File: src/rtl/fp_mac_add_status_pipe.sv
// Adder-status register stage between the mantissa adder and the normaliser.
// Masks overflow on effective subtraction, flags exact zeros, and buffers beats behind a 2-entry valid/ready skid.
module fp_mac_add_status_pipe #(
    parameter int MANT_W   = 24,
    parameter int EXP_W    = 8,
    parameter int CNT_W    = 16,
    parameter bit ZERO_POS = 1'b1
) (
    input  logic              clock,
    input  logic              resetn,
    input  logic              flush,
    input  logic              clr_count,
    input  logic              in_valid,
    output logic              in_ready,
    input  logic [MANT_W-1:0] in_adder_out,
    input  logic              in_ov_sign,
    input  logic              in_adder_out_sign,
    input  logic              in_sign_in1,
    input  logic              in_sign_in2,
    input  logic [EXP_W-1:0]  in_current_ex,
    output logic              out_valid,
    input  logic              out_ready,
    output logic [MANT_W-1:0] out_adder_out,
    output logic              out_ov_sign,
    output logic              out_adder_out_sign,
    output logic [EXP_W-1:0]  out_current_ex,
    output logic              out_eff_sub,
    output logic              out_zero,
    output logic [CNT_W-1:0]  ov_count
);

    typedef struct packed {
        logic [MANT_W-1:0] adder;
        logic              ov;
        logic              sign;
        logic [EXP_W-1:0]  ex;
        logic              eff_sub;
        logic              zero;
    } beat_t;

    beat_t            r_main;
    beat_t            r_skid;
    logic             r_main_valid;
    logic             r_skid_valid;
    logic             r_in_ready;
    logic [CNT_W-1:0] r_ov_count;

    beat_t w_beat;
    logic  w_eff_sub;
    logic  w_ov;
    logic  w_zero;
    logic  w_accept;
    logic  w_pop;
    logic  w_main_valid_nxt;
    logic  w_skid_valid_nxt;
    logic  w_load_main_from_in;
    logic  w_load_main_from_skid;
    logic  w_load_skid;
    logic  w_count_inc;

    // A carry-out on an effective subtraction is not a real overflow, so it is masked here.
    assign w_eff_sub = in_sign_in1 ^ in_sign_in2;
    assign w_ov      = w_eff_sub ? 1'b0 : in_ov_sign;
    assign w_zero    = (in_adder_out == '0) && !w_ov;

    always_comb begin
        w_beat.adder   = in_adder_out;
        w_beat.ov      = w_ov;
        w_beat.sign    = (ZERO_POS && w_zero) ? 1'b0 : in_adder_out_sign;
        w_beat.ex      = in_current_ex;
        w_beat.eff_sub = w_eff_sub;
        w_beat.zero    = w_zero;
    end

    assign w_accept = in_valid && r_in_ready;
    assign w_pop    = r_main_valid && out_ready;

    always_comb begin
        // NOTE: every output of this block gets a default first so no path leaves it unassigned (no latch).
        w_main_valid_nxt      = r_main_valid;
        w_skid_valid_nxt      = r_skid_valid;
        w_load_main_from_in   = 1'b0;
        w_load_main_from_skid = 1'b0;
        w_load_skid           = 1'b0;
        if (flush) begin
            w_main_valid_nxt = 1'b0;
            w_skid_valid_nxt = 1'b0;
        end else if (!r_main_valid || w_pop) begin
            if (r_skid_valid) begin
                w_load_main_from_skid = 1'b1;
                w_main_valid_nxt      = 1'b1;
                w_load_skid           = w_accept;
                w_skid_valid_nxt      = w_accept;
            end else begin
                w_load_main_from_in = w_accept;
                w_main_valid_nxt    = w_accept;
            end
        end else if (w_accept) begin
            w_load_skid      = 1'b1;
            w_skid_valid_nxt = 1'b1;
        end
    end

    // NOTE: sequential state uses non-blocking assignments so every register samples pre-edge values.
    always_ff @(posedge clock or negedge resetn) begin
        if (!resetn) begin
            r_main_valid <= 1'b0;
            r_skid_valid <= 1'b0;
            r_in_ready   <= 1'b1;
        end else begin
            r_main_valid <= w_main_valid_nxt;
            r_skid_valid <= w_skid_valid_nxt;
            r_in_ready   <= !w_skid_valid_nxt;
        end
    end

    // NOTE: the data registers are reset as well because out_* must read zero straight out of reset.
    always_ff @(posedge clock or negedge resetn) begin
        if (!resetn) begin
            r_main <= '0;
            r_skid <= '0;
        end else begin
            if (w_load_main_from_skid) begin
                r_main <= r_skid;
            end else if (w_load_main_from_in) begin
                r_main <= w_beat;
            end
            if (w_load_skid) begin
                r_skid <= w_beat;
            end
        end
    end

    // Beats accepted during a flush are discarded, so they must not count either.
    assign w_count_inc = w_accept && w_ov && !flush && (r_ov_count != '1);

    always_ff @(posedge clock or negedge resetn) begin
        if (!resetn) begin
            r_ov_count <= '0;
        end else if (clr_count) begin
            r_ov_count <= '0;
        end else if (w_count_inc) begin
            r_ov_count <= r_ov_count + CNT_W'(1);
        end
    end

    assign in_ready           = r_in_ready;
    assign out_valid          = r_main_valid;
    assign out_adder_out      = r_main.adder;
    assign out_ov_sign        = r_main.ov;
    assign out_adder_out_sign = r_main.sign;
    assign out_current_ex     = r_main.ex;
    assign out_eff_sub        = r_main.eff_sub;
    assign out_zero           = r_main.zero;
    assign ov_count           = r_ov_count;

    a_skid_implies_main: assert property (@(posedge clock) disable iff (!resetn)
        r_skid_valid |-> r_main_valid);
    a_ready_tracks_skid: assert property (@(posedge clock) disable iff (!resetn)
        r_in_ready == !r_skid_valid);

endmodule

File: config.mk
export PLATFORM = sky130hd
export DESIGN_NAME = fp_mac_add_status_pipe
export DESIGN_NICKNAME = d
export VERILOG_FILES = /design/src/rtl/fp_mac_add_status_pipe.sv
export SDC_FILE = /design/constraint.sdc
export NUM_CORES = 1
export LEC_CHECK = 0
export ABC_CLOCK_PERIOD_IN_PS = 5450
export BUFFER_PORTS_ARGS = -buffer_cell sky130_fd_sc_hd__buf_2
export CAP_MARGIN = 30
export CELL_PAD_IN_SITES_DETAIL_PLACEMENT = 1
export CELL_PAD_IN_SITES_GLOBAL_PLACEMENT = 1
export CORE_UTILIZATION = 44
export DETAILED_ROUTE_END_ITERATION = 7
export PLACE_DENSITY_LB_ADDON = 0.25
export SLEW_MARGIN = 20
export SYNTH_ARGS = -nofsm -noshare
export SYNTH_HDL_FRONTEND = slang
export SYNTH_SLANG_ARGS = --single-unit
File: constraint.sdc
create_clock -name clock -period 5.45 [get_ports clock]
set_input_delay 0.545 -clock clock [delete_from_list [all_inputs] [get_ports clock]]
set_output_delay 0.545 -clock clock [all_outputs]
set_load 0.01 [all_outputs]
==> results.py, run 1 <==
metrics = {
    "synthesis": {
        "synth_cell_types": 45,
        "async_flop_share_pct": 100,
        "synth_top_flop_cell": "dfrtp_1",
        "synth_edf_count": 0,
        "yosys_warnings": 0,
        "yosysSeqAreaShare_pct": 55.1,
        "synth_cells": 402,
        "synth_area_sq_um": 4130,
        "synth_area_per_cell_sq_um": 10.3,
        "ys_ff_latch": 91,
        "syn_nets": 445,
    },
    "clocking": {
        "cts_resized": 0,
        "clk_pin_slew_ps": 90,
        "cts-root-buf": "clkbuf_8",
        "cts_sinks": 91,
        "cts_buffers": 9,
        "worstSkewPairLatency_ps": 360,
        "post-cts-setup-buffers": 0,
        "clock_path_buffers": 2,
        "h-tree-depth": 3,
        "cts_tree": "built",
        "ctsHoldBuffers": 0,
    },
    "setup_path": {
        "worstPathArrival_ps": 2700,
        "crit_path_cell_trace": "nor2b_1 -> or3b_1 -> buf_8 -> mux2_2 -> mux2_2",
        "worstPathMaxFanout": 18,
        "endpoint_kind": "flop",
        "r2r_cells": 5,
        "cp_num_buf_inv": 1,
        "start_kind": "flop",
        "ff2ff_setup_slack_ps": 2990,
        "cp.depth": 5,
        "cpPeakStageDelay_ps": 730,
        "crit_required_ps": 5690,
        "crit_top_cell": "mux2_2",
        "startpoint": "out_valid",
        "reg2reg_from": "out_valid",
        "worstReg2RegEnd": "out_eff_sub",
        "cp_top_family": "simple AND/OR/NAND/NOR gates",
        "worst_path_max_delay_cell": "nor2b_1",
        "critical_path.endpoint": "out_eff_sub",
        "crit_type": "flop to flop",
    },
    "sta": {
        "setup_viol": 0,
        "fin_setup_tns_ps": 0,
        "hold_viol": 0,
        "drv_slew": 0,
        "timing.fmax_mhz": 407,
        "finalCritPeriodShare_pct": 45.1,
        "fin_skew_ps": 13.2,
        "rsz0062_at_grt": "false",
        "tightest_slew_ps": 921,
        "setup_ws_ps": 2990,
        "slew_headroom_pct": 38.5,
        "period_minus_slack_ps": 2460,
    },
    "flow_run": {
        "drv_cap": 0,
    },
    "power_and_ir_drop": {
        "p_sw_share_pct": 28.9,
        "switchingPower_w": 0.000460,
        "p_int_w": 0.00113,
        "pwr-share-comb_pct": 18.1,
        "pwr-share-seq_pct": 54.8,
        "p_per_area_nw_per_um2": 324,
        "leakage_nw": 2.18,
        "p_clk_share_pct": 27.1,
        "peakVddDrop_mv": 0.150,
    },
    "route": {
        "vias": 3360,
        "detail_route.iter0.violations": 104,
        "wire_per_inst_um": 16.6,
        "routed_via_density": 5.59,
        "drt-total-wl_um": 9970,
        "drc_errors": 0,
        "drtPass1Iterations": 5,
        "ant_nets": 0,
    },
    "global_routing": {
        "antenna_found_initial": 0,
        "overflow": 0,
        "grt_max_degree": 68,
        "grt_pass1_wl_um": 16700,
        "track_usage_pct": 21.7,
        "first_global_vias": 3405,
    },
    "floorplan": {
        "row_count": 34,
        "fp.dieW_um": 98.9,
        "initial_core_util_pct": 46.5,
        "die_area_sq_um": 9780,
        "core_area_sq_um": 8890,
        "ios": 96,
        "die_h_um": 98.9,
    },
    "placed_design": {
        "numPortBuffers": 95,
        "hpwl_um": 6980,
        "post-place-ws_ps": 2440,
        "gp_congestion": 0.770,
        "dp_cells": 584,
    },
    "finish": {
        "diodes": 0,
        "fill_cells": 1021,
        "drive_above_1_share_pct": 31.4,
        "final_common_cell": "buf_2",
        "areaGrowthSynthToFinish_pct": 18.7,
        "fin_cells": 601,
        "layout_common_cells": "buf_2 (94), dfrtp_1 (90), nand2_1 (65), nor2_1 (40), mux2_2 (34)",
        "nets": 531,
    },
    "run_status": {
        "status": "completed",
    },
    "hold_path": {
        "min_path_type": "input port to async pin",
    },
}
[flip-flops by register name, indices dropped and copies added, names as in the netlist]
name / flops
out_zero: 1
out_eff_sub: 1
ov_count: 16
r_skid_valid: 1
out_adder_out_sign: 1
out_valid: 1
out_adder_out: 24
r_skid: 36
in_ready: 1
out_ov_sign: 1
out_current_ex: 8
[stage by stage]
stage | area, sq um | utilization, % | total power, W | hold WS, ps
after floorplan | 4130 | - | 0.00104 | 249
after global placement | 4700 | 52.9 | 0.00116 | 460
after detailed placement | 4700 | 52.9 | 0.00118 | 476
after CTS | 4890 | 55.0 | 0.00161 | 154
after global routing | 4900 | 55.2 | 0.00168 | 167
final | 4900 | 55.2 | 0.00159 | 143
[power by group through the flow]
| stage | combinational (W) | clock (W) | sequential, W |
|---|---|---|---|
| floorplan | 0.000150 | 0 | 0.000895 |
| global placement | 0.000282 | 0 | 0.000876 |
| global route | 0.000322 | 0.000468 | 0.000888 |
| detailed placement | 0.000293 | 0 | 0.000887 |
| finish | 0.000288 | 0.000431 | 0.000872 |
| CTS | 0.000294 | 0.000447 | 0.000873 |
[layer usage]
layer / share of wire [%] / vias up / global-route usage [%]
li1: - / 1604 / -
met1: 45 / 1684 / 27.9
met2: 50 / 65 / 37.0
met3: 4.3 / 7 / 5.46
met4: 0.97 / 0 / 4.94
met5: 0 / - / 0
[cell families after synthesis]
group,synth area share (%)
xor+xnor,0.424
buf+inv,2.97
compound gates,11.1
simple gates,17.5
mux,12.5
fa+ha+maj,0.303
flops,55.1
[synth_stat cells (2+ instances only)]
library cell	n	area, sq um
a21oi_1	21	105
a31oi_1	24	150
buf_1	2	7.51
buf_2	2	10.0
clkbuf_1	22	82.6
dfrtp_1	90	2250
inv_1	6	22.5
mux2_1	4	45.0
mux2_2	34	383
mux2i_1	9	90.1
nand2_1	65	244
nand3_1	6	30.0
nand4_1	5	31.3
nor2_1	40	150
nor2b_1	5	31.3
nor3_1	3	15.0
nor4_1	14	87.6
o21ai_0	8	40.0
o31ai_1	7	52.6
o41ai_1	2	17.5
or3_1	3	18.8
or4_1	7	52.6
[area by class of cell]
class	instances	area, sq um	area share, %
Sequential cell	91	2280	46.5
Multi-Input combinational cell	279	1750	35.7
Timing Repair Buffer	101	531	10.8
Clock buffer	11	141	2.88
Tap cell	108	135	2.76
Clock inverter	5	43.8	0.893
Inverter	6	22.5	0.459
[worst min-delay path by stage]
stage | end | cells after the start | start | slack [ps]
2_1_floorplan | out_adder_out[0] | 0 | resetn | 250
3_3_place_gp | r_skid[1] | 2 | r_skid[1] | 460
3_5_place_dp | r_skid[1] | 2 | r_skid[1] | 480
4_1_cts | out_adder_out[15] | 1 | resetn | 150
5_1_grt | out_adder_out[15] | 1 | resetn | 170
6_report | out_adder_out[15] | 1 | resetn | 140
Power figures use the tool's default switching activity.
==> run 2, diff against run 1 <==
ABC_CLOCK_PERIOD_IN_PS = 2200   (was 5450)
CORE_UTILIZATION = 37   (was 44)
clock period = 2.2 ns   (was 5.45 ns; I/O delays follow)
==> results.py, run 2 (synthesis results as in run 1) <==
metrics = {
    "run_status": {
        "status": "completed",
    },
    "finish": {
        "diodes": 0,
        "nets": 540,
        "final_common_cell": "buf_2",
        "largest_register_ffs": 36,
        "fill_cells": 1259,
        "drive_above_1_share_pct": 32.9,
        "seq_area_sq_um": 2280,
        "largest_register": "r_skid",
        "fin_cells": 642,
        "layout_common_cells": "buf_2 (94), dfrtp_1 (90), nand2_1 (65), nor2_1 (40), mux2_2 (34)",
        "areaGrowthSynthToFinish_pct": 23.6,
        "multiInputGateArea_sq_um": 1770,
    },
    "sta": {
        "setup_viol": 0,
        "tightest_slew_ps": 490,
        "timing.fmax_mhz": 492,
        "finalCritPeriodShare_pct": 92.3,
        "hold_slack_ps": 108,
        "fin_setup_tns_ps": 0,
        "fin_skew_ps": 11.5,
        "period_minus_slack_ps": 2030,
        "setup_ws_ps": 169,
        "hold_viol": 0,
        "rsz0062_at_grt": "false",
        "slew_headroom_pct": 67.0,
        "drv_slew": 0,
    },
    "route": {
        "wire_per_inst_um": 15.9,
        "routed_via_density": 5.21,
        "drtPass1Iterations": 4,
        "ant_nets": 0,
        "drt-total-wl_um": 10200,
        "vias": 3348,
        "detail_route.iter0.violations": 125,
        "drc_errors": 0,
    },
    "setup_path": {
        "start_kind": "flop",
        "ff2ff_setup_slack_ps": 170,
        "crit_path_cell_trace": "ha_1 -> nand4_1 -> or3_1 -> nor4_1 -> mux2_1",
        "worst_path_max_delay_cell": "or3_1",
        "worstReg2RegEnd": "ov_count[12]",
        "endpoint_kind": "flop",
        "cp_num_buf_inv": 0,
        "cp_top_family": "simple AND/OR/NAND/NOR gates",
        "cpPeakStageDelay_ps": 450,
        "worstPathMaxFanout": 7,
        "r2r_cells": 5,
        "reg2reg_from": "ov_count[0]",
        "worstPathArrival_ps": 2280,
        "crit_type": "flop to flop",
        "crit_required_ps": 2450,
    },
    "placed_design": {
        "hpwl_um": 7160,
        "post-place-ws_ps": -56.0,
        "numPortBuffers": 95,
        "dp_cells": 625,
        "gp_congestion": 0.787,
    },
    "hold_path": {
        "worstHoldStart": "in_current_ex[7]",
        "min_path_type": "input port to flop",
        "holdPathStages": 2,
        "hold_end": "r_skid[9]",
    },
    "global_routing": {
        "track_usage_pct": 19.1,
        "grt_max_degree": 92,
        "antenna_found_initial": 0,
        "first_global_vias": 3463,
        "overflow": 0,
        "grt_pass1_wl_um": 17100,
    },
    "floorplan": {
        "die_area_sq_um": 11600,
        "row_count": 38,
        "die_h_um": 108,
        "core_area_sq_um": 10800,
        "initial_core_util_pct": 38.1,
        "fp.dieW_um": 108,
        "ios": 96,
    },
    "clocking": {
        "cts_tree": "built",
        "post-cts-setup-buffers": 0,
        "clock_path_buffers": 2,
        "cts-root-buf": "clkbuf_8",
        "clk_pin_slew_ps": 90,
        "cts_sinks": 91,
        "worstSkewPairLatency_ps": 360,
        "h-tree-depth": 3,
        "cts_buffers": 9,
    },
    "power_and_ir_drop": {
        "leakage_nw": 2.26,
        "power.total_w": 0.00415,
        "p_per_area_nw_per_um2": 812,
        "peakVddDrop_mv": 0.298,
    },
    "flow_run": {
        "drv_cap": 0,
    },
}
==> run 2: worst max-delay path by stage <==
stage	startpoint	to	slack (ps)	depth (start not counted)
global route	ov_count[0]	ov_count[12]	3	5
global placement	in_ready	ov_count[11]	20	4
finish	ov_count[0]	ov_count[12]	170	5
detailed placement	in_ready	ov_count[13]	-60	4
CTS	in_ready	ov_count[13]	50	4
floorplan	in_ready	ov_count[9]	110	5
==> run 2: metrics by stage <==
stage / instance area [sq um] / util [%]
6_report: 5110 / 47.1
5_1_grt: 5110 / 47.1
4_1_cts: 5090 / 47.0
3_5_place_dp: 4860 / 44.9
3_3_place_gp: 4860 / 44.9
2_1_floorplan: 4130 / -
==> run 2: metal layers <==
layer / GRT usage [%] / wire length, um
met1: 25.0 / 4760
met4: 7.44 / 139
met2: 31.2 / 4890
met5: 0 / 0
met3: 3.63 / 430
==> run 2: worst reg2reg max path, stage by stage (launching register included) <==
cell and delay (ps):
dfrtp_1 430, ha_1 240, nand4_1 140, or3_1 450, nor4_1 320, mux2_1 350
==> run 2: cell type report <==
class,instances,area share [%]
clock buffer,12,2.84
clock inverter,4,1.45
inverter,6,0.441
multi-input combinational,279,34.6
sequential,91,44.6
tap,140,3.43
timing repair buffer,110,12.6
==> run 2: what timing repair did <==
action	CTS	global route
pin swaps	0	1
hold buffers	1	0
endpoints found under the hold margin	90	0
endpoints found under the setup margin	3	2
gates resized for setup	1	2
==> run 2: power breakdown <==
| group | internal [W] | leakage [nW] | switching [W] |
|---|---|---|---|
| clock network | 0.000673 | 0.111 | 0.000583 |
| logic | 0.000369 | 1.05 | 0.000367 |
| registers | 0.00199 | 1.10 | 0.000161 |
==> run 3, diff against run 2 <==
ABC_AREA = 1   (was unset)
CORE_UTILIZATION = 35   (was 37)
==> results.py, run 3 <==
metrics = {
    "floorplan": {
        "initial_core_util_pct": 35.8,
        "ios": 96,
        "die_h_um": 113,
        "fp.dieW_um": 113,
        "core_area_sq_um": 12000,
        "die_area_sq_um": 12700,
        "row_count": 40,
    },
    "synthesis": {
        "ys_ff_latch": 91,
        "synth_cells": 546,
        "syn_nets": 589,
        "async_flop_share_pct": 100,
        "synth_most_common_cell": "nand2_1",
        "yosysTopAreaCellShare_pct": 52.7,
        "synth_cell_types": 24,
        "synth_area_leader_cell": "dfrtp_1",
        "synth_common_cells": "nand2_1 (181), dfrtp_1 (90), o21ai_0 (61)",
        "yosys_warnings": 0,
        "synth_area_per_cell_sq_um": 7.83,
        "synth_top_flop_cell": "dfrtp_1",
        "synth_edf_count": 0,
        "yosysSeqAreaShare_pct": 53.3,
        "synth_area_leaders": "dfrtp_1 (53%), nand2_1 (16%), o21ai_0 (7.1%)",
        "synth_area_sq_um": 4280,
    },
    "hold_path": {
        "hold_end": "out_valid",
        "worstHoldStart": "flush",
        "min_path_type": "input port to flop",
        "holdPathStages": 2,
    },
    "setup_path": {
        "crit_top_cell": "nand2_1",
        "crit_path_cell_trace": "nand2_1 -> nor2_1 -> nand2_1 -> nor2_2 -> buf_4 -> nand4_1 -> nand2_1",
        "cpPeakStageDelay_ps": 520,
        "worstPathArrival_ps": 2050,
        "worst_path_max_delay_cell": "dfstp_2",
        "worstPathMaxFanout": 8,
        "start_kind": "flop",
        "endpoint_kind": "flop",
        "crit_type": "flop to flop",
        "cp_top_family": "simple AND/OR/NAND/NOR gates",
        "crit_required_ps": 2480,
        "worstReg2RegEnd": "ov_count[13]",
        "r2r_cells": 7,
        "reg2reg_from": "in_ready",
        "ff2ff_setup_slack_ps": 430,
        "cp_num_buf_inv": 1,
        "startpoint": "in_ready",
    },
    "route": {
        "routed_via_density": 4.83,
        "wire_per_inst_um": 14.3,
        "drt-total-wl_um": 11300,
        "ant_nets": 0,
        "drtPass1Iterations": 4,
        "vias": 3812,
        "detail_route.iter0.violations": 185,
        "drc_errors": 0,
    },
    "finish": {
        "nets": 681,
        "layout_common_cells": "nand2_1 (181), buf_2 (94), dfrtp_1 (90), o21ai_0 (61)",
        "multiInputGateArea_sq_um": 1690,
        "design_area_sq_um": 5200,
        "areaGrowthSynthToFinish_pct": 21.7,
        "drive_above_1_share_pct": 20.2,
        "final_common_cell": "nand2_1",
        "postLayoutCoreUtil_pct": 43.5,
        "seq_area_sq_um": 2280,
        "fill_cells": 1488,
        "diodes": 0,
        "largest_register_ffs": 36,
        "largest_register": "r_skid",
    },
    "clocking": {
        "cts_sinks": 91,
        "cts-root-buf": "clkbuf_16",
        "post-cts-setup-buffers": 0,
        "cts_buffers": 9,
        "h-tree-depth": 3,
        "clock_path_buffers": 2,
        "cts_tree": "built",
        "clk_pin_slew_ps": 70,
        "worstSkewPairLatency_ps": 340,
    },
    "global_routing": {
        "first_global_vias": 3935,
        "grt_max_degree": 42,
        "antenna_found_initial": 0,
        "overflow": 0,
        "track_usage_pct": 19.3,
        "grt_pass1_wl_um": 19400,
    },
    "placed_design": {
        "post-place-ws_ps": 427,
        "hpwl_um": 8160,
        "gp_congestion": 0.823,
        "numPortBuffers": 95,
        "dpl-instance-area_sq_um": 4930,
    },
    "sta": {
        "rsz0062_at_grt": "false",
        "setup_ws_ps": 431,
        "finalCritPeriodShare_pct": 80.4,
        "fin_skew_ps": 8.63,
        "drv_slew": 0,
        "slew_headroom_pct": 56.8,
        "period_minus_slack_ps": 1770,
        "tightest_slew_ps": 645,
        "timing.fmax_mhz": 565,
        "setup_viol": 0,
        "hold_viol": 0,
        "fin_setup_tns_ps": 0,
    },
    "power_and_ir_drop": {
        "p_sw_share_pct": 28.8,
        "p_per_area_nw_per_um2": 842,
        "leakage_nw": 2.74,
        "peakVddDrop_mv": 0.360,
        "pwr-share-comb_pct": 17.9,
        "switchingPower_w": 0.00126,
        "p_clk_share_pct": 32.3,
        "pwr-share-seq_pct": 49.8,
        "p_int_w": 0.00312,
    },
    "flow_run": {
        "drv_cap": 0,
    },
    "run_status": {
        "status": "completed",
    },
}
-- run 3: changes by cell type in the layout (fill, tap and decap cells not counted), moves of 8 or more --
cell / before / now
o21ai_0: 8 / 61
a21oi_1: 21 / 1
clkbuf_8: 10 / 1
mux2_2: 34 / 0
inv_1: 6 / 50
nand3_1: 6 / 14
clkbuf_16: 0 / 9
o21ai_1: 0 / 50
mux2i_1: 9 / 0
a31oi_1: 24 / 0
nor4_1: 12 / 0
nand2_1: 65 / 181
-- run 3: kinds of logic after synthesis --
family                     synth area share [%]
AOI/OAI and AO/OA                          13.7
xor gates and xnor gates                   1.64
adders and majority gates                 0.293
buffers and inverters                      7.28
DFF                                        53.3
and+or+nand+nor                            23.8
-- run 3: what timing repair did --
action                                 in CTS  in global routing
hold buffers                                1                  0
setup endpoints to repair                   0                  0
gates resized for setup                     0                  0
endpoints found under the hold margin      28                  0
-- run 3: metrics by stage --
stage | hold WS, ps | std cells | total power (W)
2_1_floorplan | -75.6 | 546 | 0.00263
3_3_place_gp | 194 | 773 | 0.00295
3_5_place_dp | 198 | 773 | 0.00301
4_1_cts | 95.2 | 789 | 0.00445
5_1_grt | 107 | 789 | 0.00466
6_report | 111 | 789 | 0.00438
-- run 3: worst max path at each step --
stage	endpoint	slack [ps]	depth (start not counted)
global placement	ov_count[9]	510	7
global route	ov_count[5]	260	9
CTS	ov_count[13]	420	7
finish	ov_count[13]	430	7
floorplan	ov_count[11]	650	9
detailed placement	ov_count[13]	430	7
-- run 3: layer usage --
layer	track usage, %	vias up	part of all wire [%]
met1	26.4	1808	49
met2	30.9	73	46
met3	3.02	14	3.2
li1	-	1917	-
met5	0	-	0
met4	7.20	0	1.4
-- run 3: power groups by stage --
| stage | logic [W] | clock network, W | registers [W] |
|---|---|---|---|
| 6_report | 0.000783 | 0.00142 | 0.00218 |
| 5_1_grt | 0.000909 | 0.00152 | 0.00222 |
| 4_1_cts | 0.000802 | 0.00146 | 0.00219 |
| 3_5_place_dp | 0.000797 | 0 | 0.00221 |
| 3_3_place_gp | 0.000754 | 0 | 0.00219 |
| 2_1_floorplan | 0.000387 | 0 | 0.00224 |
-- run 3: worst reg2reg max path, cell delays in order, from the launching register on --
cell and delay, ps:
dfstp_2 520, nand2_1 60, nor2_1 280, nand2_1 130, nor2_2 290, buf_4 230, nand4_1 100, nand2_1 90
-- run 3: cell type report --
| cell class | count | share of cell area [%] |
|---|---|---|
| clock inverters | 3 | 0.288 |
| inverters | 55 | 3.97 |
| flip-flops and latches | 91 | 43.8 |
| multi-input cells | 376 | 32.5 |
| well taps | 147 | 3.53 |
| repair buffers | 105 | 11.2 |
| clock buffers | 12 | 4.74 |
